**config.mk**
```make
export PLATFORM = sky130hd
export DESIGN_NAME = main_slave_loader
export DESIGN_NICKNAME = d
export VERILOG_FILES = /design/src/rtl/main_slave_loader_pkg.sv /design/src/rtl/main_slave_loader_cycle_counter.sv /design/src/rtl/main_slave_loader.sv
export SDC_FILE = /design/constraint.sdc
export NUM_CORES = 1
export LEC_CHECK = 0
export ABC_AREA = 0
export CORE_AREA = 2 2 178 180
export CTS_BUF_LIST = sky130_fd_sc_hd__clkbuf_8
export DETAILED_ROUTE_END_ITERATION = 10
export DIE_AREA = 0 0 180 182
export PLACE_DENSITY = 0.62
export SYNTH_ARGS = -nofsm -noshare
export SYNTH_HDL_FRONTEND = slang
export SYNTH_SLANG_ARGS = --single-unit
```
**constraint.sdc**
```tcl
create_clock -name clock -period 13.5 [get_ports clock]
set_input_delay 1.35 -clock clock [delete_from_list [all_inputs] [get_ports clock]]
set_output_delay 1.35 -clock clock [all_outputs]
set_load 0.01 [all_outputs]
```
**src/rtl/main_slave_loader_pkg.sv**
```systemverilog
// main_slave_loader shared types and defaults.
// Command ops, response status codes and loader FSM states.
package main_slave_loader_pkg;

    localparam int ADDR_W_DEF      = 10;
    localparam int DATA_W_DEF      = 64;
    localparam int SIZE_W_DEF      = 7;
    localparam int CNT_W           = 32;
    localparam int RUN_TIMEOUT_DEF = 200000000;
    localparam int RD_TIMEOUT_DEF  = 16;

    typedef enum logic [1:0] {
        OP_WRITE = 2'd0,
        OP_READ  = 2'd1,
        OP_START = 2'd2,
        OP_RSVD  = 2'd3
    } op_e;

    typedef enum logic [1:0] {
        STAT_OK      = 2'd0,
        STAT_TIMEOUT = 2'd1,
        STAT_BAD_OP  = 2'd2
    } status_e;

    typedef enum logic [2:0] {
        IDLE = 3'd0,
        WR   = 3'd1,
        RD   = 3'd2,
        RUN  = 3'd3,
        RESP = 3'd4
    } state_e;

endpackage

```
**src/rtl/main_slave_loader_cycle_counter.sv**
```systemverilog
// Shared 32-bit cycle counter for read and run timeouts.
// Loads 1, increments on demand, flags when it equals the limit.
module loader_cycle_counter
    import main_slave_loader_pkg::*;
(
    input  logic             clock,
    input  logic             reset,
    input  logic             load,
    input  logic             inc,
    input  logic [CNT_W-1:0] limit,
    output logic [CNT_W-1:0] count,
    output logic             at_limit
);

    // count register: load wins over increment
    always_ff @(posedge clock or posedge reset) begin
        if (reset) begin
            count <= '0;
        end else if (load) begin
            count <= CNT_W'(1);
        end else if (inc) begin
            count <= count + CNT_W'(1);
        end
    end

    assign at_limit = (count == limit);

endmodule

```
**src/rtl/main_slave_loader.sv**
```systemverilog
// Host-side driver for the main accelerator slave port.
// Preloads memory, starts a run, times it, reads results back.
module main_slave_loader
    import main_slave_loader_pkg::*;
#(
    parameter int ADDR_W      = ADDR_W_DEF,
    parameter int DATA_W      = DATA_W_DEF,
    parameter int SIZE_W      = SIZE_W_DEF,
    parameter int RUN_TIMEOUT = RUN_TIMEOUT_DEF,
    parameter int RD_TIMEOUT  = RD_TIMEOUT_DEF
) (
    input  logic                clock,
    input  logic                reset,
    input  logic                cmd_valid,
    output logic                cmd_ready,
    input  logic [1:0]          cmd_op,
    input  logic [ADDR_W-1:0]   cmd_addr,
    input  logic [DATA_W-1:0]   cmd_data,
    input  logic [SIZE_W-1:0]   cmd_size,
    output logic                rsp_valid,
    input  logic                rsp_ready,
    output logic [1:0]          rsp_status,
    output logic [DATA_W-1:0]   rsp_data,
    output logic                start_port,
    input  logic                done_port,
    output logic [1:0]          S_oe_ram,
    output logic [1:0]          S_we_ram,
    output logic [2*ADDR_W-1:0] S_addr_ram,
    output logic [2*DATA_W-1:0] S_Wdata_ram,
    output logic [2*SIZE_W-1:0] S_data_ram_size,
    input  logic [2*DATA_W-1:0] Sout_Rdata_ram,
    input  logic [1:0]          Sout_DataRdy
);

    state_e              state, state_n;
    logic                idle_q;
    logic                oe_q, oe_n, we_q, we_n;
    logic                start_q, start_n;
    logic                rv_q, rv_n;
    status_e             status_q, status_n;
    logic [DATA_W-1:0]   rdata_q, rdata_n;
    logic [ADDR_W-1:0]   addr_q, addr_n;
    logic [DATA_W-1:0]   wdata_q, wdata_n;
    logic [SIZE_W-1:0]   size_q, size_n;
    logic                cnt_load, cnt_inc, cnt_hit;
    logic [CNT_W-1:0]    cnt, cnt_limit;
    logic                unused_inputs;

    assign unused_inputs = ^{Sout_Rdata_ram[2*DATA_W-1:DATA_W],
                             Sout_DataRdy[1]};

    assign cnt_limit = (state == RUN) ? CNT_W'(RUN_TIMEOUT)
                                      : CNT_W'(RD_TIMEOUT);

    loader_cycle_counter u_cnt (
        .clock    (clock),
        .reset    (reset),
        .load     (cnt_load),
        .inc      (cnt_inc),
        .limit    (cnt_limit),
        .count    (cnt),
        .at_limit (cnt_hit)
    );

    // state and every output register; outputs follow next-state decode
    always_ff @(posedge clock or posedge reset) begin
        if (reset) begin
            state    <= IDLE;
            idle_q   <= 1'b0;
            oe_q     <= 1'b0;
            we_q     <= 1'b0;
            start_q  <= 1'b0;
            rv_q     <= 1'b0;
            status_q <= STAT_OK;
            rdata_q  <= '0;
            addr_q   <= '0;
            wdata_q  <= '0;
            size_q   <= '0;
        end else begin
            state    <= state_n;
            idle_q   <= (state_n == IDLE);
            oe_q     <= oe_n;
            we_q     <= we_n;
            start_q  <= start_n;
            rv_q     <= rv_n;
            status_q <= status_n;
            rdata_q  <= rdata_n;
            addr_q   <= addr_n;
            wdata_q  <= wdata_n;
            size_q   <= size_n;
        end
    end

    // next state and next registered outputs, all zero unless driven
    always_comb begin
        state_n  = state;
        oe_n     = 1'b0;
        we_n     = 1'b0;
        start_n  = 1'b0;
        rv_n     = 1'b0;
        status_n = STAT_OK;
        rdata_n  = '0;
        addr_n   = '0;
        wdata_n  = '0;
        size_n   = '0;
        cnt_load = 1'b0;
        cnt_inc  = 1'b0;
        unique case (state)
            IDLE: begin
                if (cmd_valid) begin
                    unique case (op_e'(cmd_op))
                        OP_WRITE: begin
                            state_n = WR;
                            we_n    = 1'b1;
                            addr_n  = cmd_addr;
                            wdata_n = cmd_data;
                            size_n  = cmd_size;
                        end
                        OP_READ: begin
                            state_n  = RD;
                            oe_n     = 1'b1;
                            addr_n   = cmd_addr;
                            size_n   = cmd_size;
                            cnt_load = 1'b1;
                        end
                        OP_START: begin
                            state_n  = RUN;
                            start_n  = 1'b1;
                            cnt_load = 1'b1;
                        end
                        OP_RSVD: begin
                            state_n  = RESP;
                            rv_n     = 1'b1;
                            status_n = STAT_BAD_OP;
                        end
                    endcase
                end
            end
            WR: begin
                state_n = RESP;
                rv_n    = 1'b1;
            end
            RD: begin
                if (Sout_DataRdy[0]) begin
                    state_n = RESP;
                    rv_n    = 1'b1;
                    rdata_n = Sout_Rdata_ram[DATA_W-1:0];
                end else if (cnt_hit) begin
                    state_n  = RESP;
                    rv_n     = 1'b1;
                    status_n = STAT_TIMEOUT;
                end else begin
                    oe_n    = 1'b1;
                    addr_n  = addr_q;
                    size_n  = size_q;
                    cnt_inc = 1'b1;
                end
            end
            RUN: begin
                if (done_port) begin
                    state_n = RESP;
                    rv_n    = 1'b1;
                    rdata_n = DATA_W'(cnt);
                end else if (cnt_hit) begin
                    state_n  = RESP;
                    rv_n     = 1'b1;
                    status_n = STAT_TIMEOUT;
                    rdata_n  = DATA_W'(cnt);
                end else begin
                    cnt_inc = 1'b1;
                end
            end
            RESP: begin
                if (rsp_ready) begin
                    state_n = IDLE;
                end else begin
                    rv_n     = 1'b1;
                    status_n = status_q;
                    rdata_n  = rdata_q;
                end
            end
            default: state_n = IDLE;
        endcase
    end

    assign cmd_ready       = idle_q;
    assign rsp_valid       = rv_q;
    assign rsp_status      = status_q;
    assign rsp_data        = rdata_q;
    assign start_port      = start_q;
    assign S_oe_ram        = {1'b0, oe_q};
    assign S_we_ram        = {1'b0, we_q};
    assign S_addr_ram      = {{ADDR_W{1'b0}}, addr_q};
    assign S_Wdata_ram     = {{DATA_W{1'b0}}, wdata_q};
    assign S_data_ram_size = {{SIZE_W{1'b0}}, size_q};

endmodule

```
==> impl_metrics.ini <==
[status]
status = complete, no violations

[global_route]
grt_max_degree = 111
gr-total-overflow = 0
grt_use_total_pct = 14.5
grt_pass1_vias = 6040
grt_first_pass_wirelength_mm = 36.4
antenna_found_initial = 1

[cts]
clockRootBuffer = clkbuf_8
cts_buffers = 17
post-cts-setup-buffer-count = 0
hold_buffers = 0
cts_tree = done
h-tree-depth = 4
cts_buffer_depth = 2
cts_sinks = 187
clock_latency_ns = 0.48
cts.repair.resized = 0
cts.clk_slew.worst_paths_ns = 0.10

[die]
dieArea_mm2 = 0.0328
coreArea_mm2 = 0.0310
initial_core_util_pct = 26.2
die_w_um = 180
fp-row-count = 65
io_pins = 453
die_h_um = 182

[synthesis]
synth_ff_type = dfrtp_1
synthArstFlopShare_pct = 100
synth_area_mm2 = 0.00812
netlist-cell-type-count = 54
netlist_instances = 721
ys_seq_area_share_pct = 57.7
synth_edf_count = 0
yosysWarnings = 0
synth_seq_cells = 187
synth.avg_cell_area_um2 = 11.3

[final_layout]
final_area_mm2 = 0.0116
stdcell_count = 1416
fin_nets = 1225
drive_gt1_share_pct = 4.83
n_antenna_cell = 0
final_common_cell = clkdlybuf4s50_1
syn2layout_area_growth_pct = 43.1
final_cell_mix = clkdlybuf4s50_1 (304), dfrtp_1 (187), conb_1 (83), and3_1 (66), a22o_1 (50)

[drt]
postRouteAntennaNets = 0
drtIter0Drc = 358
num_vias = 6317
via_per_inst = 4.46
firstDrtPassIters = 4
routedWlPerCell_um = 17.2
totalWireLength_mm = 24.4
route.detailed.drc = 0

[worst_setup_path]
cpPeakStageDelay_ns = 0.61
arrival_ns = 3.72
cp.required_ns = 13.86
r2r-start = u_cnt.count[0]$_DFFE_PP0P_
startpoint = cmd_valid
crit_family = buffers and inverters
start_kind = primary input
r2r_slack_ns = 10.61
critPathKind = in -> reg
crit_chain = clkdlybuf4s50_1 > nor4b_4 > buf_4 > nand2_1 > o211ai_1 > o31ai_1
path_buf_inv = 2
slowest_stage = nand2_1
critPathCaptureType = flop
path_max_fanout = 67

[timing]
tns_ns = 0
fin_skew_ns = 0.0115
slew_headroom_pct = 26.5
rsz0062_at_grt = no
slew_viol_final = 0
setup_viol = 0
worst_pin_slew_ns = 1.10
fin_crit_sh_pct = 24.9
period_minus_slack_ns = 3.36
fmax_ghz = 0.297
finalHoldViolations = 0

[place]
dpl_cell_area_mm2 = 0.0112
place_hpwl_mm = 16.9
gp_congestion = 0.763
portBuffers = 304
dp.cells = 1384

[power]
power.leakage_uw = 0.00516
max-vdd-ir-drop_v = 0.0000624
power.density_mw_per_mm2 = 121

[min_path]
min_from = rsp_status[0]$_DFFE_PP0N_
hold_path.class = reg -> reg

[run]
cap_violations = 0
==> registers in the layout, summed over array words and instances, names as in the netlist <==
| name | count |
|---|---|
| wdata_q | 64 |
| oe_q | 1 |
| cmd_ready | 1 |
| u_cnt.count | 32 |
| rsp_data | 64 |
| size_q | 7 |
| start_port | 1 |
| state | 3 |
| addr_q | 10 |
| rsp_valid | 1 |
| we_q | 1 |
| rsp_status | 2 |
==> power breakdown <==
part	leakage (uW)	internal [uW]	switching (uW)	total, uW
logic	0.00238	161	196	357
clock network	0.000201	174	226	400
registers	0.00258	609	35.0	644
==> cells in the mapped netlist, types with 4 or more instances <==
cell type	instances	share of area (%)
a21oi_1	16	0.99
a22o_1	50	5.4
a22oi_1	32	3.0
and3_1	66	5.1
buf_4	87	8.0
clkbuf_1	36	1.7
dfrtp_1	187	58
ha_1	6	0.93
inv_1	36	1.7
mux2i_1	13	1.6
nand2_1	30	1.4
nand3_1	17	1.0
nand4_1	11	0.85
nor2_1	7	0.32
nor3_1	13	0.80
nor4_1	6	0.46
o211ai_1	5	0.46
o21ai_0	36	2.2
o21ai_1	4	0.25
o31ai_1	8	0.74
or3_1	7	0.54
==> path summary, 6_finish.rpt <==
kind	depth (start not counted)	to
worst max-delay path	6	u_cnt.count[20]$_DFFE_PP0P_
worst min-delay path	2	rsp_status[0]$_DFFE_PP0N_
worst max register to register	8	u_cnt.count[16]$_DFFE_PP0P_
worst min register to register	2	rsp_status[0]$_DFFE_PP0N_
max in group asynchronous	3	u_cnt.count[24]$_DFFE_PP0P_
min in group asynchronous	2	rsp_data[34]$_DFFE_PP0N_
==> cell type report <==
| class | count | area [um2] |
|---|---|---|
| Timing Repair Buffer | 308 | 3070 |
| Clock inverter | 14 | 161 |
| Sequential cell | 187 | 4680 |
| Tap cell | 402 | 503 |
| Multi-Input combinational cell | 451 | 2800 |
| Inverter | 36 | 143 |
| Fill cell | 3073 | 19400 |
| Clock buffer | 18 | 248 |
==> routing by layer <==
layer	global-route usage, %	up-vias	wire, um	share of wire [%]
li1	-	2959	-	-
met1	18.0	3041	10100	41
met2	23.5	296	11600	48
met3	5.40	21	2280	9.4
met4	4.55	0	348	1.4
met5	0	-	0	0
==> tightest hold or removal path: stages, from the launching register on <==
cell and delay (ns):
dfrtp_1 0.35, nand2_1 0.05, o21ai_0 0.06
==> cell families (layout without fill, tap and decap cells) <==
logic type	Yosys count	count (layout)	synth area share [%]
AOI/OAI and AO/OA	168	168	15.0
xor gates and xnor gates	2	2	0.216
adders and majority gates	6	6	0.925
buffers and inverters	165	376	11.9
DFF	187	187	57.7
muxes	13	13	1.60
other	1	83	0.0462
and+or+nand+nor	179	179	12.7
==> metrics by stage <==
stage | utilization [%] | total power (uW) | setup slack (ns) | hold slack, ns
floorplan | - | 851 | 7.06 | 0.468
CTS | 37.5 | 1430 | 10.09 | 0.496
detailed placement | 36.1 | 1020 | 9.54 | 0.472
global placement | 36.1 | 1020 | 9.56 | 0.478
global route | 37.5 | 1480 | 9.92 | 0.529
finish | 37.5 | 1400 | 10.14 | 0.492
Note: power is estimated with default switching activity, not from simulation.
